<file path="src/rtl/bcd_gray_pkg.sv">
// Shared definitions for the BCD-to-Gray scheduler: FSM state encoding,
// digit width and the largest legal BCD digit value.
package bcd_gray_pkg;

    typedef enum logic [1:0] {
        ST_IDLE = 2'd0,
        ST_CONV = 2'd1,
        ST_DONE = 2'd2
    } state_t;

    localparam int DIG_W = 4;
    localparam logic [DIG_W-1:0] BCD_MAX = 4'd9;

endpackage

</file>
<file path="src/rtl/bcd_digit_gray.sv">
// Combinational single-digit converter, binary nibble to reflected Gray code.
// Digits above 9 are converted with the same equations.
module bcd_digit_gray
    import bcd_gray_pkg::*;
(
    input  logic [DIG_W-1:0] bcd,
    output logic [DIG_W-1:0] gray
);

    // Each Gray bit is the XOR of neighbouring binary bits; the MSB passes through.
    assign gray = {bcd[3], bcd[3] ^ bcd[2], bcd[2] ^ bcd[1], bcd[1] ^ bcd[0]};

endmodule

</file>
<file path="src/rtl/bcd_gray_sched.sv">
// Sequential BCD-to-Gray word converter. A captured word is converted one
// digit per cycle (LSD first) through a single shared digit converter, then
// held in DONE until the consumer takes it.
// Optional feature: define BCD_CHECK_EN to flag digits greater than 9 on
// out_err; without it out_err is tied low.
module bcd_gray_sched
    import bcd_gray_pkg::*;
#(
    parameter int NDIG = 4
) (
    input  logic                  clk,
    input  logic                  rst,
    input  logic                  in_valid,
    output logic                  in_ready,
    input  logic [4*NDIG-1:0]     in_bcd,
    output logic                  out_valid,
    input  logic                  out_ready,
    output logic [4*NDIG-1:0]     out_gray,
    output logic                  out_err,
    output logic                  busy
);

    localparam int IDX_W = (NDIG > 1) ? $clog2(NDIG) : 1;

    state_t                   state;
    state_t                   state_next;
    logic [IDX_W-1:0]         idx;
    logic [DIG_W*NDIG-1:0]    word_q;
    logic [DIG_W*NDIG-1:0]    gray_q;
    logic [DIG_W-1:0]         digit_sel;
    logic [DIG_W-1:0]         digit_gray;
    logic                     accept;
    logic                     last_digit;

    assign accept     = (state == ST_IDLE) && in_valid;
    assign last_digit = (idx == IDX_W'(NDIG - 1));

    assign in_ready  = (state == ST_IDLE);
    assign out_valid = (state == ST_DONE);
    assign busy      = (state != ST_IDLE);
    assign out_gray  = gray_q;

    // State register; reset drops any word in flight back to IDLE.
    always_ff @(posedge clk or posedge rst) begin
        if (rst) begin
            state <= ST_IDLE;
        end else begin
            state <= state_next;
        end
    end

    // Next-state logic: capture, walk the digits, wait for the output handshake.
    always_comb begin
        state_next = state;
        case (state)
            ST_IDLE: if (in_valid)   state_next = ST_CONV;
            ST_CONV: if (last_digit) state_next = ST_DONE;
            ST_DONE: if (out_ready)  state_next = ST_IDLE;
            default: state_next = ST_IDLE;
        endcase
    end

    // Select the digit addressed by idx for the shared converter.
    always_comb begin
        digit_sel = '0;
        for (int i = 0; i < NDIG; i++) begin
            if (idx == IDX_W'(i)) begin
                digit_sel = word_q[i*DIG_W +: DIG_W];
            end
        end
    end

    bcd_digit_gray u_digit (
        .bcd  (digit_sel),
        .gray (digit_gray)
    );

    // Word capture, digit index and result slots; unwritten slots keep old values.
    always_ff @(posedge clk or posedge rst) begin
        if (rst) begin
            word_q <= '0;
            idx    <= '0;
            gray_q <= '0;
        end else if (accept) begin
            word_q <= in_bcd;
            idx    <= '0;
        end else if (state == ST_CONV) begin
            for (int i = 0; i < NDIG; i++) begin
                if (idx == IDX_W'(i)) begin
                    gray_q[i*DIG_W +: DIG_W] <= digit_gray;
                end
            end
            if (!last_digit) begin
                idx <= idx + 1'b1;
            end
        end
    end

`ifdef BCD_CHECK_EN
    logic err_q;

    // Sticky out-of-range flag, cleared when a new word is captured.
    always_ff @(posedge clk or posedge rst) begin
        if (rst) begin
            err_q <= 1'b0;
        end else if (accept) begin
            err_q <= 1'b0;
        end else if ((state == ST_CONV) && (digit_sel > BCD_MAX)) begin
            err_q <= 1'b1;
        end
    end

    assign out_err = (state == ST_DONE) && err_q;
`else
    assign out_err = 1'b0;
`endif

endmodule

</file>
<file path="config.mk">
export PLATFORM = sky130hd
export DESIGN_NAME = bcd_gray_sched
export DESIGN_NICKNAME = d
export VERILOG_FILES = /design/src/rtl/bcd_gray_pkg.sv /design/src/rtl/bcd_digit_gray.sv /design/src/rtl/bcd_gray_sched.sv
export SDC_FILE = /design/constraint.sdc
export NUM_CORES = 1
export LEC_CHECK = 0
export ABC_AREA = 1
export ABC_CLOCK_PERIOD_IN_PS = 1900
export BUFFER_PORTS_ARGS = -buffer_cell sky130_fd_sc_hd__buf_2
export CAP_MARGIN = 20
export CORE_ASPECT_RATIO = 0.5
export CORE_UTILIZATION = 55
export CTS_BUF_LIST = sky130_fd_sc_hd__clkbuf_4 sky130_fd_sc_hd__clkbuf_8
export CTS_CLUSTER_DIAMETER = 150
export DETAILED_ROUTE_END_ITERATION = 8
export PLACE_DENSITY = 0.79
export SLEW_MARGIN = 20
export SYNTH_ARGS = -nofsm -noshare
export SYNTH_HDL_FRONTEND = slang
export SYNTH_SLANG_ARGS = --single-unit
</file>
<file path="constraint.sdc">
create_clock -name clk -period 1.9 [get_ports clk]
set_input_delay 0.095 -clock clk [delete_from_list [all_inputs] [get_ports clk]]
set_output_delay 0.095 -clock clk [all_outputs]
set_load 0.01 [all_outputs]
</file>
After elaboration in Yosys (flattened, before gate mapping)
Index checks and enable logic that the tools add are counted.
- eq/ne operators: 9
- mux-type cells: 11
- reduce and logical (&&, ||, !) cells: 11
- bitwise gates (word level): 4
- $add $sub $neg: 1
- operators with widths (kind ; number):
    $mux W4 ; 4
    $reduce_and A3 Y1 ; 5
    $mux W2 ; 6
    $eq A2 B2 Y1 const B ; 3
    $ne A2 B2 Y1 const B ; 3
    $pmux W2 S3 ; 1
    $eq A2 B1 Y1 const B ; 2
    $logic_not A2 Y1 ; 2
    $reduce_bool A2 Y1 ; 2
    $xor A1 B1 Y1 ; 3
    $add A2 B1 Y2 const B ; 1
    $ne A2 B1 Y1 const B ; 1
    $reduce_and A2 Y1 ; 1
    $logic_and A1 B1 Y1 ; 1
    $not A1 Y1 ; 1
- output and inout bits: 20
- word-level logic and storage cells: 43
- input port bits: 20
- bits in registers: 36

Longest topological paths before layout
- depth in word-level cells: 6
- mapped depth: 11
- mapped depth without buffers: 11

Hierarchy
From an unflattened synthesis, not the netlist that was laid out.
- cells, all modules: 204
- area, all modules: 1731.7 um^2
- modules (own cells, without submodules) (module ; area an instance (um^2) ; cells each ; sequential area each (um^2) ; times used):
    bcd_gray_sched ; 1675.4 ; 190 ; 900.9 ; 1
    bcd_digit_gray ; 56.3 ; 14 ; 0.0 ; 1

Least setup slack after synthesis
Ideal clock, no wire load.
- path kind: reg2reg
- start point: register idx[0]
- end point: register gray_q[2], in the netlist out_gray[2]
- slack: 0.463 ns
- stages on the path, launching flop included: 11
- required time: 1.783 ns
- arrival time: 1.319 ns
- library setup time: 0.117 ns
- clock period less this slack: 1.437 ns
- buffers on the path: 0
- path through: dfrtp_1 > inv_1 > ha_1 > inv_2 > nor2_2 > nor2_2 > nand2_1 > nand2_1 > nand2_2 > nand3_1 > nand2_1
- word-level cells in the longest chain between the ends: 6
- elaborated cells between the ends (all ways): 10
- classes of those cells: 3 x eq/ne; 4 x mux; 1 x bitwise; 2 x reduce/logical
- ends and longest elaborated chain (item ; line ; text):
    from (decl) ; bcd_gray_sched.sv:27 ; logic [IDX_W-1:0] idx;
    from (signal assigned) ; bcd_gray_sched.sv:94 ; idx <= idx + 1'b1;
    $logic_not A2 Y1 ; bcd_gray_sched.sv:67, bcd_gray_sched.sv:89 ;
    $mux W4 (4 in series) ; bcd_gray_sched.sv:67 ; if (idx == IDX_W'(i)) begin
    $xor A1 B1 Y1 ; bcd_digit_gray.sv:11 ; assign gray = {bcd[3], bcd[3] ^ bcd[2], bcd[2] ^ bcd[1], bcd[1] ^ bcd[0]};
    to (signal, indexed assignment) ; bcd_gray_sched.sv:90 ; gray_q[i*DIG_W +: DIG_W] <= digit_gray;
    to (decl) ; bcd_gray_sched.sv:29 ; logic [DIG_W*NDIG-1:0] gray_q;
Several ways; a longest one is shown, not always the timed one.
A chain may end at the register's enable or synchronous reset.

Worst setup path after layout
- start point: register idx[0]
- end point: register gray_q[0], in the netlist out_gray[0]
Same word-level chain as after synthesis.

==> qor.tcl <==
set qor(design.final.nets) 284
set qor(drt-total-wl_um) 3730
set qor(ctsResizeCount) 0
set qor(first_pass_grt_wire_length_um) 6180
set qor(required_ns) 2.08
set qor(drv_cap) 0
set qor(gpl.final_weighted_congestion) 0.947
set qor(synth-compound-area-share_pct) 6.16
set qor(synthesis.area_um2) 1770
set qor(pwr-share-clk_pct) 14.8
set qor(place.port_buffers) 38
set qor(startpoint_type) {flip-flop}
set qor(post-route-period-util_pct) 88.3
set qor(synth-seq-area-share_pct) 51.0
set qor(post_route_cells_drive_above_1_share_pct) 30.3
set qor(min-delay-path-class) {input pin to flip-flop}
set qor(asyncSetResetFlopFracSynth_pct) 100
set qor(via_count_of_the_first_global_routing_pass) 1391
set qor(viasPerCell) 5.01
set qor(synth.top_cell.area_share_pct) 51.0
set qor(hold_path_startpoint) {in_bcd[13]}
set qor(post_synth_most_frequent_cells) {sky130_fd_sc_hd__nand2_1, sky130_fd_sc_hd__dfrtp_1, sky130_fd_sc_hd__nand3_1, sky130_fd_sc_hd__inv_1, sky130_fd_sc_hd__nand2_2}
set qor(period_minus_slack_ns) 1.68
set qor(finalClockSkew_ns) 0.00262
set qor(finalWorstSetupSlack_ns) 0.223
set qor(numCtsBuffers) 5
set qor(grt-ovfl-total) 0
set qor(yosysMostFrequentCell) {sky130_fd_sc_hd__nand2_1}
set qor(ioPinCount) 40
set qor(r2r_start) {idx[0]}
set qor(cts_root_buffer) {sky130_fd_sc_hd__clkbuf_8}
set qor(std_cell_rows) 14
set qor(outcome) {complete, no violations}
set qor(route.vias.total) 1508
set qor(count_of_inserted_antenna_diode_cells) 0
set qor(unrepaired_setup_endpoints_after_global_routing) {no}
set qor(yosys-mux-area-fraction_pct) 0
set qor(place.detailed.hpwl_um) 2650
set qor(fp.dieArea_um2) 3460
set qor(post_synthesis_mean_instance_area_um2) 8.37
set qor(total_leakage_power_nw) 1.19
set qor(start_util_pct) 58.3
set qor(area_growth_syn_to_layout_pct) 21.5
set qor(hold_viol) 0
set qor(timing.setup.tns_ns) 0
set qor(yosys-top-cells-area) {sky130_fd_sc_hd__dfrtp_1, sky130_fd_sc_hd__nand2_1, sky130_fd_sc_hd__nand3_1, sky130_fd_sc_hd__nand2_2, sky130_fd_sc_hd__nor2_4}
set qor(routedWlPerCell_um) 12.4
set qor(ff2ff_path_depth) 8
set qor(worstSetupPathType) {flip-flop to flip-flop}
set qor(placeableCoreArea_um2) 3030
set qor(post_detailed_route_drc_marker_count) 0
set qor(timing.final.max_slew_violations) 0
set qor(synth-edff-count) 0
set qor(setup.worst_path.end_class) {flip-flop}
set qor(crit_start) {idx[0]}
set qor(grt_usage_pct) 24.5
set qor(clockBufferDepth) 2
set qor(synthDominantAreaCellType) {sky130_fd_sc_hd__dfrtp_1}
set qor(cellPowerDensity_nw_per_um2) 1840
set qor(ff_latch_area_um2) 901
set qor(place_ws_ns) 0.264
set qor(reg2reg_slack_ns) 0.22
set qor(die_h_um) 42.1
set qor(power.switching_fraction_pct) 45.6
set qor(power_frac_comb_pct) 50.8
set qor(fp.dieW_um) 82.2
set qor(yosysWarningCount) 0
set qor(post_synth_inst_count) 211
set qor(yosys.area_share.adder_pct) 2.83
set qor(critPathArrivalTime_ns) 1.85
set qor(count_of_cell_types_in_the_netlist) 23
set qor(worstPathMaxFanout) 8
set qor(synthFlopType) {sky130_fd_sc_hd__dfrtp_1}
set qor(power_switching_mw) 1.80
set qor(ctsHtreeMaxLevel) 2
set qor(yosys.area_share.simple_pct) 32.9
set qor(report.final.setup_viol) 0
set qor(antenna_found_initial) 0
set qor(synth_top_family_by_area) {simple AND/OR/NAND/NOR gates}
set qor(sequentialPowerShare_pct) 34.4
set qor(fill_cells) 265
set qor(synthesis.nets) 235
set qor(placed_cells_incl_taps) 286
set qor(synth_xor_area_share_pct) 0
set qor(grt_start_max_net_pins) 37
set qor(multi_input_comb_area_um2) 743
set qor(synth.ff_latch_count) 36
set qor(clock_sink_count) 36
set qor(layout.cells.non_filler) 301
set qor(router_iterations_before_antenna_repair) 4
set qor(crit_end) {out_gray[0]}
set qor(worst_path_clk_slew_ns) 0.07
set qor(drt_first_iter_violations) 66
set qor(reg2reg_to) {out_gray[0]}
set qor(clock_insertion_delay_worst_skew_ns) 0.29
set qor(achievable-frequency_mhz) 596
set qor(tritoncts) {yes}
set qor(postRouteAntennaNets) 0
set qor(peakVddDrop_v) 0.000841
set qor(p_int_mw) 2.15
==> repair_timing <==
| action | in CTS | in global routing |
|---|---|---|
| endpoints found under the hold margin | 42 | 0 |
| hold buffers | 7 | 0 |
| buffers inserted | 0 | 0 |
==> worst min-delay path by stage <==
| stage | endpoint | slack (ns) | depth (start not counted) |
|---|---|---|---|
| after CTS | word_q[10] | 0.004 | 3 |
| final | word_q[13] | 0.003 | 3 |
| after global routing | word_q[2] | 0.02 | 3 |
| after floorplan | state[1] | 0.18 | 1 |
| after detailed placement | out_gray[15] | 0.22 | 3 |
| after global placement | out_gray[15] | 0.21 | 3 |
==> layout by cell type, fill, tap and decap left out, types with 6 or more instances in the layout <==
master	n
sky130_fd_sc_hd__nand2_1	88
sky130_fd_sc_hd__buf_2	38
sky130_fd_sc_hd__dfrtp_1	36
sky130_fd_sc_hd__nand3_1	16
sky130_fd_sc_hd__inv_1	12
sky130_fd_sc_hd__nand2_2	10
sky130_fd_sc_hd__inv_2	8
sky130_fd_sc_hd__dlygate4sd3_1	7
sky130_fd_sc_hd__clkbuf_8	6
==> power by group through the flow <==
stage          sequential, mW  combinational (mW)  clock, mW
2_1_floorplan            1.39                1.44          0
3_3_place_gp             1.35                1.91          0
3_5_place_dp             1.36                1.98          0
4_1_cts                  1.35                2.02      0.591
5_1_grt                  1.39                2.26      0.627
6_report                 1.36                2.01      0.584
==> per-layer routing <==
layer / routed length [µm] / track usage, %
met1: 1770 / 34.1
met4: 70 / 9.12
met2: 1650 / 37.2
met5: 0 / 0
met3: 245 / 6.09
==> layout make-up <==
| type | instances | area share (%) |
|---|---|---|
| well taps | 40 | 2.33 |
| repair buffers | 46 | 12.5 |
| clock buffers | 8 | 4.55 |
| inverters | 22 | 4.08 |
| flip-flops and latches | 36 | 42.0 |
| multi-input cells | 149 | 34.6 |
==> registers in the layout, summed over array words and instances (netlist names) <==
signal and flops:
out_gray 16, idx 2, state 2, word_q 16
==> cell families after synthesis <==
group / after synthesis
compound gates: 16
buf+inv: 26
simple gates: 128
other cells: 1
flops: 36
fa+ha+maj: 4
==> stage by stage <==
stage / utilization (%) / total power [mW] / area (µm²) / hold slack (ns)
after global routing: 70.9 / 4.28 / 2150 / 0.0156
after floorplan: - / 2.83 / 1770 / 0.181
after CTS: 70.9 / 3.96 / 2150 / 0.00441
final: 70.9 / 3.95 / 2150 / 0.00252
after detailed placement: 65.3 / 3.34 / 1980 / 0.225
after global placement: 65.3 / 3.25 / 1980 / 0.210
==> worst max-delay path: stages (launching register included) <==
cell                      delay (ns)
sky130_fd_sc_hd__dfrtp_1        0.39
sky130_fd_sc_hd__ha_1           0.42
sky130_fd_sc_hd__inv_2          0.12
sky130_fd_sc_hd__nor2_1         0.20
sky130_fd_sc_hd__inv_1          0.08
sky130_fd_sc_hd__nand2_2        0.09
sky130_fd_sc_hd__nand2_2        0.08
sky130_fd_sc_hd__nand3_1        0.11
sky130_fd_sc_hd__nand2_1        0.07
Note: power is estimated with default switching activity, not from simulation.
